**config.mk**
```make
export PLATFORM = sky130hd
export DESIGN_NAME = mem_arbiter
export DESIGN_NICKNAME = d
export VERILOG_FILES = /design/src/rtl/mem_arbiter.sv
export SDC_FILE = /design/constraint.sdc
export NUM_CORES = 1
export LEC_CHECK = 0
export BUFFER_PORTS_ARGS = -buffer_cell sky130_fd_sc_hd__buf_4
export CORE_AREA = 2 2 78 80
export DETAILED_ROUTE_END_ITERATION = 16
export DIE_AREA = 0 0 80 82
export MAX_ROUTING_LAYER = met4
export PLACE_DENSITY_LB_ADDON = 0.25
export SLEW_MARGIN = 20
export SYNTH_ARGS = -nofsm -noshare
export SYNTH_HDL_FRONTEND = slang
export SYNTH_SLANG_ARGS = --single-unit
```
**constraint.sdc**
```tcl
create_clock -name clk -period 2.15 [get_ports clk]
set_clock_uncertainty 0.15 [all_clocks]
set_input_delay 0 -clock clk [delete_from_list [all_inputs] [get_ports clk]]
set_output_delay 0 -clock clk [all_outputs]
set_load 0.01 [all_outputs]
```
**src/rtl/mem_arbiter.sv**
```systemverilog
// Shared unified-memory arbiter between the I-cache and D-cache miss controllers.
// Define ARB_RR_EN for round-robin arbitration; default is fixed D-over-I priority.
//
// state   | meaning
// S_IDLE  | no operation; arbitrate and grant in the same cycle
// S_FILL  | line fill: issue WORDS reads, route WORDS returns to the owner
// S_WRITE | single-word D-side write-through, completes in one cycle
module mem_arbiter #(
  parameter int WORDS  = 8,
  parameter int ADDR_W = 16,
  parameter int DATA_W = 16
) (
  input  logic                     clk,
  input  logic                     rst,
  input  logic                     i_req,
  input  logic [ADDR_W-1:0]        i_addr,
  output logic                     i_grant,
  output logic [DATA_W-1:0]        i_data,
  output logic                     i_valid,
  output logic [$clog2(WORDS)-1:0] i_word,
  output logic                     i_done,
  input  logic                     d_req,
  input  logic                     d_we,
  input  logic [ADDR_W-1:0]        d_addr,
  input  logic [DATA_W-1:0]        d_wdata,
  output logic                     d_grant,
  output logic [DATA_W-1:0]        d_data,
  output logic                     d_valid,
  output logic [$clog2(WORDS)-1:0] d_word,
  output logic                     d_done,
  output logic                     mem_en,
  output logic                     mem_wr,
  output logic [ADDR_W-1:0]        mem_addr,
  output logic [DATA_W-1:0]        mem_wdata,
  input  logic [DATA_W-1:0]        mem_rdata,
  input  logic                     mem_rvalid,
  output logic                     busy
);

  localparam int WI = $clog2(WORDS);
  localparam int CW = WI + 1;
  localparam int LB = WI + 1;
  localparam logic [CW-1:0] CNT_LAST = CW'(WORDS - 1);
  localparam logic [CW-1:0] CNT_FULL = CW'(WORDS);

  typedef enum logic [1:0] {S_IDLE, S_FILL, S_WRITE} state_t;

  state_t            state_q, state_d;
  logic              owner_d_q;
  logic [ADDR_W-1:0] cap_addr_q;
  logic [DATA_W-1:0] cap_wdata_q;
  logic [CW-1:0]     issue_q;
  logic [CW-1:0]     ret_q;
  logic              pick_d, grant_i, grant_d;
  logic              idle, issuing, ret_fire, fill_done, wr_cyc;
  logic [ADDR_W-1:0] line_base;

`ifdef ARB_RR_EN
  logic last_d_q;
`endif

  always_comb begin
    idle = (state_q == S_IDLE) && !rst;
`ifdef ARB_RR_EN
    // on a tie the side not granted last time wins
    pick_d = d_req && (!i_req || !last_d_q);
`else
    pick_d = d_req;
`endif
    grant_d   = idle && pick_d;
    grant_i   = idle && i_req && !pick_d;
    issuing   = (state_q == S_FILL) && (issue_q < CNT_FULL) && !rst;
    ret_fire  = (state_q == S_FILL) && mem_rvalid && !rst;
    fill_done = ret_fire && (ret_q == CNT_LAST);
    wr_cyc    = (state_q == S_WRITE) && !rst;
  end

  always_comb begin
    state_d = state_q;
    case (state_q)
      S_IDLE: begin
        if (grant_d)      state_d = d_we ? S_WRITE : S_FILL;
        else if (grant_i) state_d = S_FILL;
      end
      S_FILL:  if (fill_done) state_d = S_IDLE;
      S_WRITE: state_d = S_IDLE;
      default: state_d = S_IDLE;
    endcase
  end

  always_ff @(posedge clk) begin
    if (rst) begin
      state_q     <= S_IDLE;
      owner_d_q   <= 1'b0;
      cap_addr_q  <= '0;
      cap_wdata_q <= '0;
      issue_q     <= '0;
      ret_q       <= '0;
`ifdef ARB_RR_EN
      last_d_q    <= 1'b0;
`endif
    end else begin
      state_q <= state_d;
      if (grant_d) begin
        owner_d_q   <= 1'b1;
        cap_addr_q  <= d_addr;
        cap_wdata_q <= d_wdata;
        issue_q     <= '0;
        ret_q       <= '0;
      end else if (grant_i) begin
        owner_d_q  <= 1'b0;
        cap_addr_q <= i_addr;
        issue_q    <= '0;
        ret_q      <= '0;
      end
      if (issuing)  issue_q <= issue_q + 1'b1;
      if (ret_fire) ret_q   <= ret_q + 1'b1;
`ifdef ARB_RR_EN
      if (grant_d)      last_d_q <= 1'b1;
      else if (grant_i) last_d_q <= 1'b0;
`endif
    end
  end

  // data/address outputs are held at zero whenever they are not qualified
  always_comb begin
    line_base = {cap_addr_q[ADDR_W-1:LB], {LB{1'b0}}};
    i_grant   = grant_i;
    d_grant   = grant_d;
    mem_en    = issuing || wr_cyc;
    mem_wr    = wr_cyc;
    mem_addr  = '0;
    if (issuing)     mem_addr = line_base + ADDR_W'({issue_q[WI-1:0], 1'b0});
    else if (wr_cyc) mem_addr = cap_addr_q;
    mem_wdata = wr_cyc ? cap_wdata_q : '0;
    i_valid   = ret_fire && !owner_d_q;
    d_valid   = ret_fire && owner_d_q;
    i_data    = i_valid ? mem_rdata : '0;
    d_data    = d_valid ? mem_rdata : '0;
    i_word    = i_valid ? ret_q[WI-1:0] : '0;
    d_word    = d_valid ? ret_q[WI-1:0] : '0;
    i_done    = i_valid && (ret_q == CNT_LAST);
    d_done    = (d_valid && (ret_q == CNT_LAST)) || wr_cyc;
    busy      = (state_q != S_IDLE) && !rst;
  end

endmodule
```
==> results_dict.tcl, run 1 <==
set metrics [dict create \
    status "completed" \
    grt.total_usage_pct 26.9 \
    gp_congestion 0.795 \
    cts_tree "built" \
    drtPass1Iterations 4 \
    root_buffer "clkbuf_8" \
    synth_fa_ha_area_share_pct 1.05 \
    io_buffers 148 \
    routed_via_density 5.11 \
    synth-async-reset-ratio_pct 0 \
    yosys.cell_types.count 42 \
    synth-simple-area-share_pct 35.2 \
    drv_cap 0 \
    setup.worst_path.class "reg2out" \
    ys_warn_count 0 \
    drv_slew 0 \
    tns_ns 0 \
    cts_post_setup_buffers_inserted 0 \
    cts_made_buffers 5 \
    multi_input_area_um2 1400 \
    dieArea_um2 6560 \
    synth_nets 380 \
    drive_gt1_share_pct 36.7 \
    syn-cell-area_um2 2390 \
    drt-total-wl_mm 8.62 \
    die_h_um 82 \
    insertion_delay_ns 0.29 \
    core_area_um2 5750 \
    period_minus_slack_ns 2.04 \
    synth-xor-area-share_pct 0 \
    numClockSinks 43 \
    synth_compound_area_share_pct 21.6 \
    start_util_pct 41.6 \
    cp.arrival_ns 1.89 \
    muxShareOfSynthArea_pct 0.419 \
    critPathMaxFanout 20 \
    grt_first_pass_wirelength_mm 13.4 \
    peakVddDrop_mv 0.513 \
    hold_viol_final 0 \
    rsz0062_at_grt "false" \
    hp-class "in2reg" \
    maxSlewHeadroom_pct 71.4 \
    dieWidth_um 80 \
    grt_pass1_vias 2861 \
    r2r_slack_ns 0.17 \
    grt-ovfl-total 0 \
    drc 0 \
    drt_iter0_markers 189 \
    place_area_um2 3520 \
    clock_path_buffers 2 \
    synth_cells 308 \
    antenna_found_initial 1 \
    dp_hpwl_mm 5.54 \
    critPathLaunchType "flop" \
    antenna_left 0 \
    dp_slack_ns 0.242 \
    ff_latch_area_um2 861 \
    rows 28 \
    avgSynthCellArea_um2 7.76 \
    synth_flop_cell "dfxtp_1" \
    avgRoutedWirePerCell_um 15.0 \
    worstPathRequired_ns 2.00 \
    cellPowerDensity_nw_per_um2 505 \
    ys_seq_elements 43 \
    grt_max_degree 51 \
    postLayoutCellArea_um2 4200 \
    finalCritPeriodShare_pct 94.8 \
    final_core_util_pct 73.1 \
    cts.htree.levels 2 \
    setup.worst_path.end_class "output pin" \
    leakage_nw 1.92 \
    fin_ws_ns 0.111 \
    clk_pin_slew_worst_paths_ns 0.09 \
    area_delta_synth_final_pct 75.7 \
    ys_seq_area_share_pct 36.0 \
    setup_viol 0 \
    tightest_slew_ns 0.427 \
    synth_edf_count 0 \
    synth_top_family_by_area "simple AND/OR/NAND/NOR gates" \
    num-fill-cells 449 \
    vias 2932 \
    io_pins 149 \
    finalNetCount 569 \
    fmax_ghz 0.490 \
]
==> power by group <==
| part | switching [W] | total [W] | internal [W] |
|---|---|---|---|
| Sequential | 0.0000313 | 0.000886 | 0.000855 |
| Combinational | 0.000221 | 0.000479 | 0.000258 |
| Clock | 0.000295 | 0.000759 | 0.000463 |
| Total | 0.000547 | 0.00212 | 0.00158 |
==> final timing paths <==
check	start	end	cells after the start
setup reg to reg	state_q[0]	cap_addr_q[14]	4
hold reg to reg	cap_wdata_q[1]	cap_wdata_q[1]	2
hold / removal	i_req	ret_q[1]	4
setup / recovery	state_q[0]	d_data[1]	4
==> cell usage in the layout (no fill, tap or decap), types with 2 or more instances in the layout <==
cell type,instances
nand3_1,2
nor2b_1,3
and2_1,55
nor2_1,18
and3b_1,2
o211ai_1,2
dfxtp_1,43
bufinv_16,2
or2_2,2
a311oi_1,7
dlygate4sd3_1,52
ha_1,2
o21ai_0,19
clkinvlp_4,2
a311oi_2,10
a21oi_1,22
clkbuf_8,5
a22o_1,3
nand2_1,68
buf_4,154
==> area by class of cell <==
class / instances / share of cell area (%)
Timing Repair Buffer: 207 / 40.2
Multi-Input combinational cell: 238 / 33.2
Sequential cell: 43 / 20.5
Clock buffer: 5 / 1.64
Tap cell: 75 / 2.23
Inverter: 2 / 0.566
Clock inverter: 3 / 1.61
Antenna cell: 1 / 0.0596
==> logic make-up (layout without fill, tap and decap cells) <==
family	after synthesis	count (layout)
AOI/OAI and AO/OA	70	70
other	0	1
muxes	1	1
buffers and inverters	27	217
DFF	43	43
adders and majority gates	2	2
and+or+nand+nor	165	165
==> synth_stat cells, drive strengths merged (3+ instances only) <==
cell type / n / share of area [%]
clkbuf: 15 / 2.4
and2: 55 / 14
dfxtp: 43 / 36
nor2: 19 / 3.1
nand2: 68 / 11
and3b: 3 / 1.1
a22o: 3 / 1.1
nor2b: 3 / 0.79
buf: 10 / 2.8
o21ai: 19 / 4.0
a21oi: 22 / 4.6
a311oi: 17 / 8.8
==> flip-flops by register name, summed over array words and instances, names as in the netlist <==
signal,cells
cap_addr_q,16
cap_wdata_q,16
issue_q,4
ret_q,4
state_q,2
owner_d_q,1
==> metal layers <==
metal,vias up,routed length [um],track usage [%]
met5,-,0,-
met4,0,95,9.49
met3,8,882,6.70
met2,148,4580,50.7
met1,1345,3060,26.9
li1,1431,-,-
==> through the flow <==
stage	power [W]	hold WS, ns	instances
final	0.00212	0.0213	574
after CTS	0.00211	0.0102	573
after global routing	0.00221	0.0612	574
after global placement	0.00128	0.0438	513
after detailed placement	0.00129	0.0500	513
after floorplan	0.00111	-0.0414	308
==> worst max-delay path, cell delays in order (launching register included) <==
cell     delay [ns]
dfxtp_1        0.53
nor3b_1        0.30
and3_2         0.41
and2_1         0.22
buf_4          0.13
==> what timing repair did <==
item                       4_1_cts  5_1_grt
hold endpoints to repair        37        0
gates cloned                     0        0
hold buffers                    52        0
setup endpoints to repair        1       25
resized for setup                1        6
Power figures use the tool's default switching activity.
==> run 2, diff against run 1 <==
==> constraint.sdc (replaced) <==
create_clock -name clk -period 2.15 [get_ports clk]
set_clock_uncertainty 0.15 [all_clocks]
set_input_delay 0.1075 -clock clk [delete_from_list [all_inputs] [get_ports clk]]
set_output_delay 0.1075 -clock clk [all_outputs]
set_load 0.01 [all_outputs]
==> results_dict.tcl, run 2 (same netlist as run 1, synthesis figures left out) <==
set metrics [dict create \
    setup.worst_path.class "in2out" \
    drc 0 \
    io_pins 149 \
    dp_hpwl_mm 5.55 \
    grt_most_used_layer "met2" \
    use_met1_pct 25.1 \
    tns_ns 0 \
    final_core_util_pct 72.5 \
    area_delta_synth_final_pct 74.1 \
    start_util_pct 41.6 \
    avgRoutedWirePerCell_um 14.5 \
    crit_start "rst" \
    grt_use_met3_pct 7.14 \
    clk_pin_slew_worst_paths_ns 0.08 \
    fmax_ghz 0.476 \
    insertion_delay_ns 0.29 \
    peakVddDrop_mv 0.436 \
    grt_first_pass_wirelength_mm 12.5 \
    die_h_um 82 \
    dieWidth_um 80 \
    r2r_slack_ns 0.24 \
    clock_path_buffers 2 \
    cts.htree.levels 2 \
    cp.arrival_ns 1.84 \
    reg2reg_depth 4 \
    dieArea_um2 6560 \
    r2r-start "state_q[1]" \
    drt_iter0_markers 119 \
    hp-start "mem_rvalid" \
    drv_cap 0 \
    antenna_found_initial 1 \
    reg2reg_to "cap_addr_q[15]" \
    grt.total_usage_pct 24.9 \
    worstPathRequired_ns 1.89 \
    drtPass1Iterations 4 \
    status "completed" \
    drv_slew 0 \
    antenna_left 0 \
    grt-ovfl-total 0 \
    numClockSinks 43 \
    rows 28 \
    leakage_nw 1.91 \
    grt_pass1_vias 2697 \
    p_total_w 0.00192 \
    hp-class "in2reg" \
    drt-total-wl_mm 8.30 \
    setup.worst_path.end_class "output pin" \
    holdPathEnd "state_q[0]" \
    hold_viol_final 0 \
    cellPowerDensity_nw_per_um2 461 \
    top_regs "cap_addr_q (16), cap_wdata_q (16)" \
    routed_via_density 5.08 \
    rsz0062_at_grt "false" \
    drive_gt1_share_pct 37.1 \
    critPathMaxFanout 50 \
    cts_made_buffers 5 \
    maxSlewHeadroom_pct 70.9 \
    core_area_um2 5750 \
    vias 2918 \
    mostFrequentLayoutCell "buf_4" \
    final_cell_mix "156 x buf_4, 68 x nand2_1, 55 x and2_1, 50 x dlygate4sd3_1, 42 x dfxtp_1" \
    tightest_slew_ns 0.435 \
    setup_viol 0 \
    critPathLaunchType "primary input" \
    root_buffer "clkbuf_8" \
    io_buffers 148 \
    finalNetCount 569 \
    hold_depth 3 \
    use_met2_pct 46.7 \
    cts_tree "built" \
    gp_congestion 0.810 \
    finalCritPeriodShare_pct 97.8 \
    grt_max_degree 51 \
    period_minus_slack_ns 2.10 \
]
## run 2: through the flow
step | hold slack, ns | area [um2] | worst slack [ns] | instances
3_3_place_gp | 0.150 | 3530 | 0.289 | 514
5_1_grt | 0.00330 | 4160 | 0.0103 | 574
4_1_cts | 0.00249 | 4140 | 0.0300 | 572
2_1_floorplan | 0.0661 | 2390 | 0.460 | 308
3_5_place_dp | 0.158 | 3530 | 0.198 | 514
6_report | 0.0109 | 4160 | 0.0479 | 574
## run 2: critical path: stages
cell	delay, ns
dlygate4sd3_1	0.54
buf_4	0.19
or4b_1	0.61
clkinv_8	0.21
buf_4	0.16
## run 2: area by class of cell
type                       instances  area, um2
timing repair buffer             206       1670
fill                             453       1580
multi-input combinational        239       1410
sequential                        43        862
clock buffer                       8        100
tap                               75       93.8
inverter                           2       23.8
antenna                            1       2.50
## run 2: worst max-delay path by stage
stage / endpoint / slack [ns] / depth (start not counted)
finish: d_grant / 0.05 / 5
global route: d_grant / 0.01 / 5
CTS: d_grant / 0.03 / 5
detailed placement: cap_addr_q[15] / 0.20 / 4
global placement: cap_addr_q[6] / 0.29 / 4
floorplan: cap_addr_q[10] / 0.46 / 5
## run 2: power by group
group          switching (W)  total, W  internal [W]
Combinational       0.000217  0.000475      0.000258
Sequential         0.0000326  0.000888      0.000855
Clock               0.000266  0.000559      0.000293
## run 2: per-layer routing
layer  routed length, um  vias to the layer above
met1                3040                     1327
met4                 173                        0
met5                   0                        -
li1                    -                     1435
met3                 797                       21
met2                4290                      135
## run 2: repair_timing
| action | CTS | global route |
|---|---|---|
| resized for setup | 2 | 6 |
| buffers inserted | 0 | 0 |
| cloned | 0 | 1 |
| setup endpoints to repair | 39 | 41 |
| endpoints found under the hold margin | 39 | 0 |
| hold buffers | 50 | 0 |
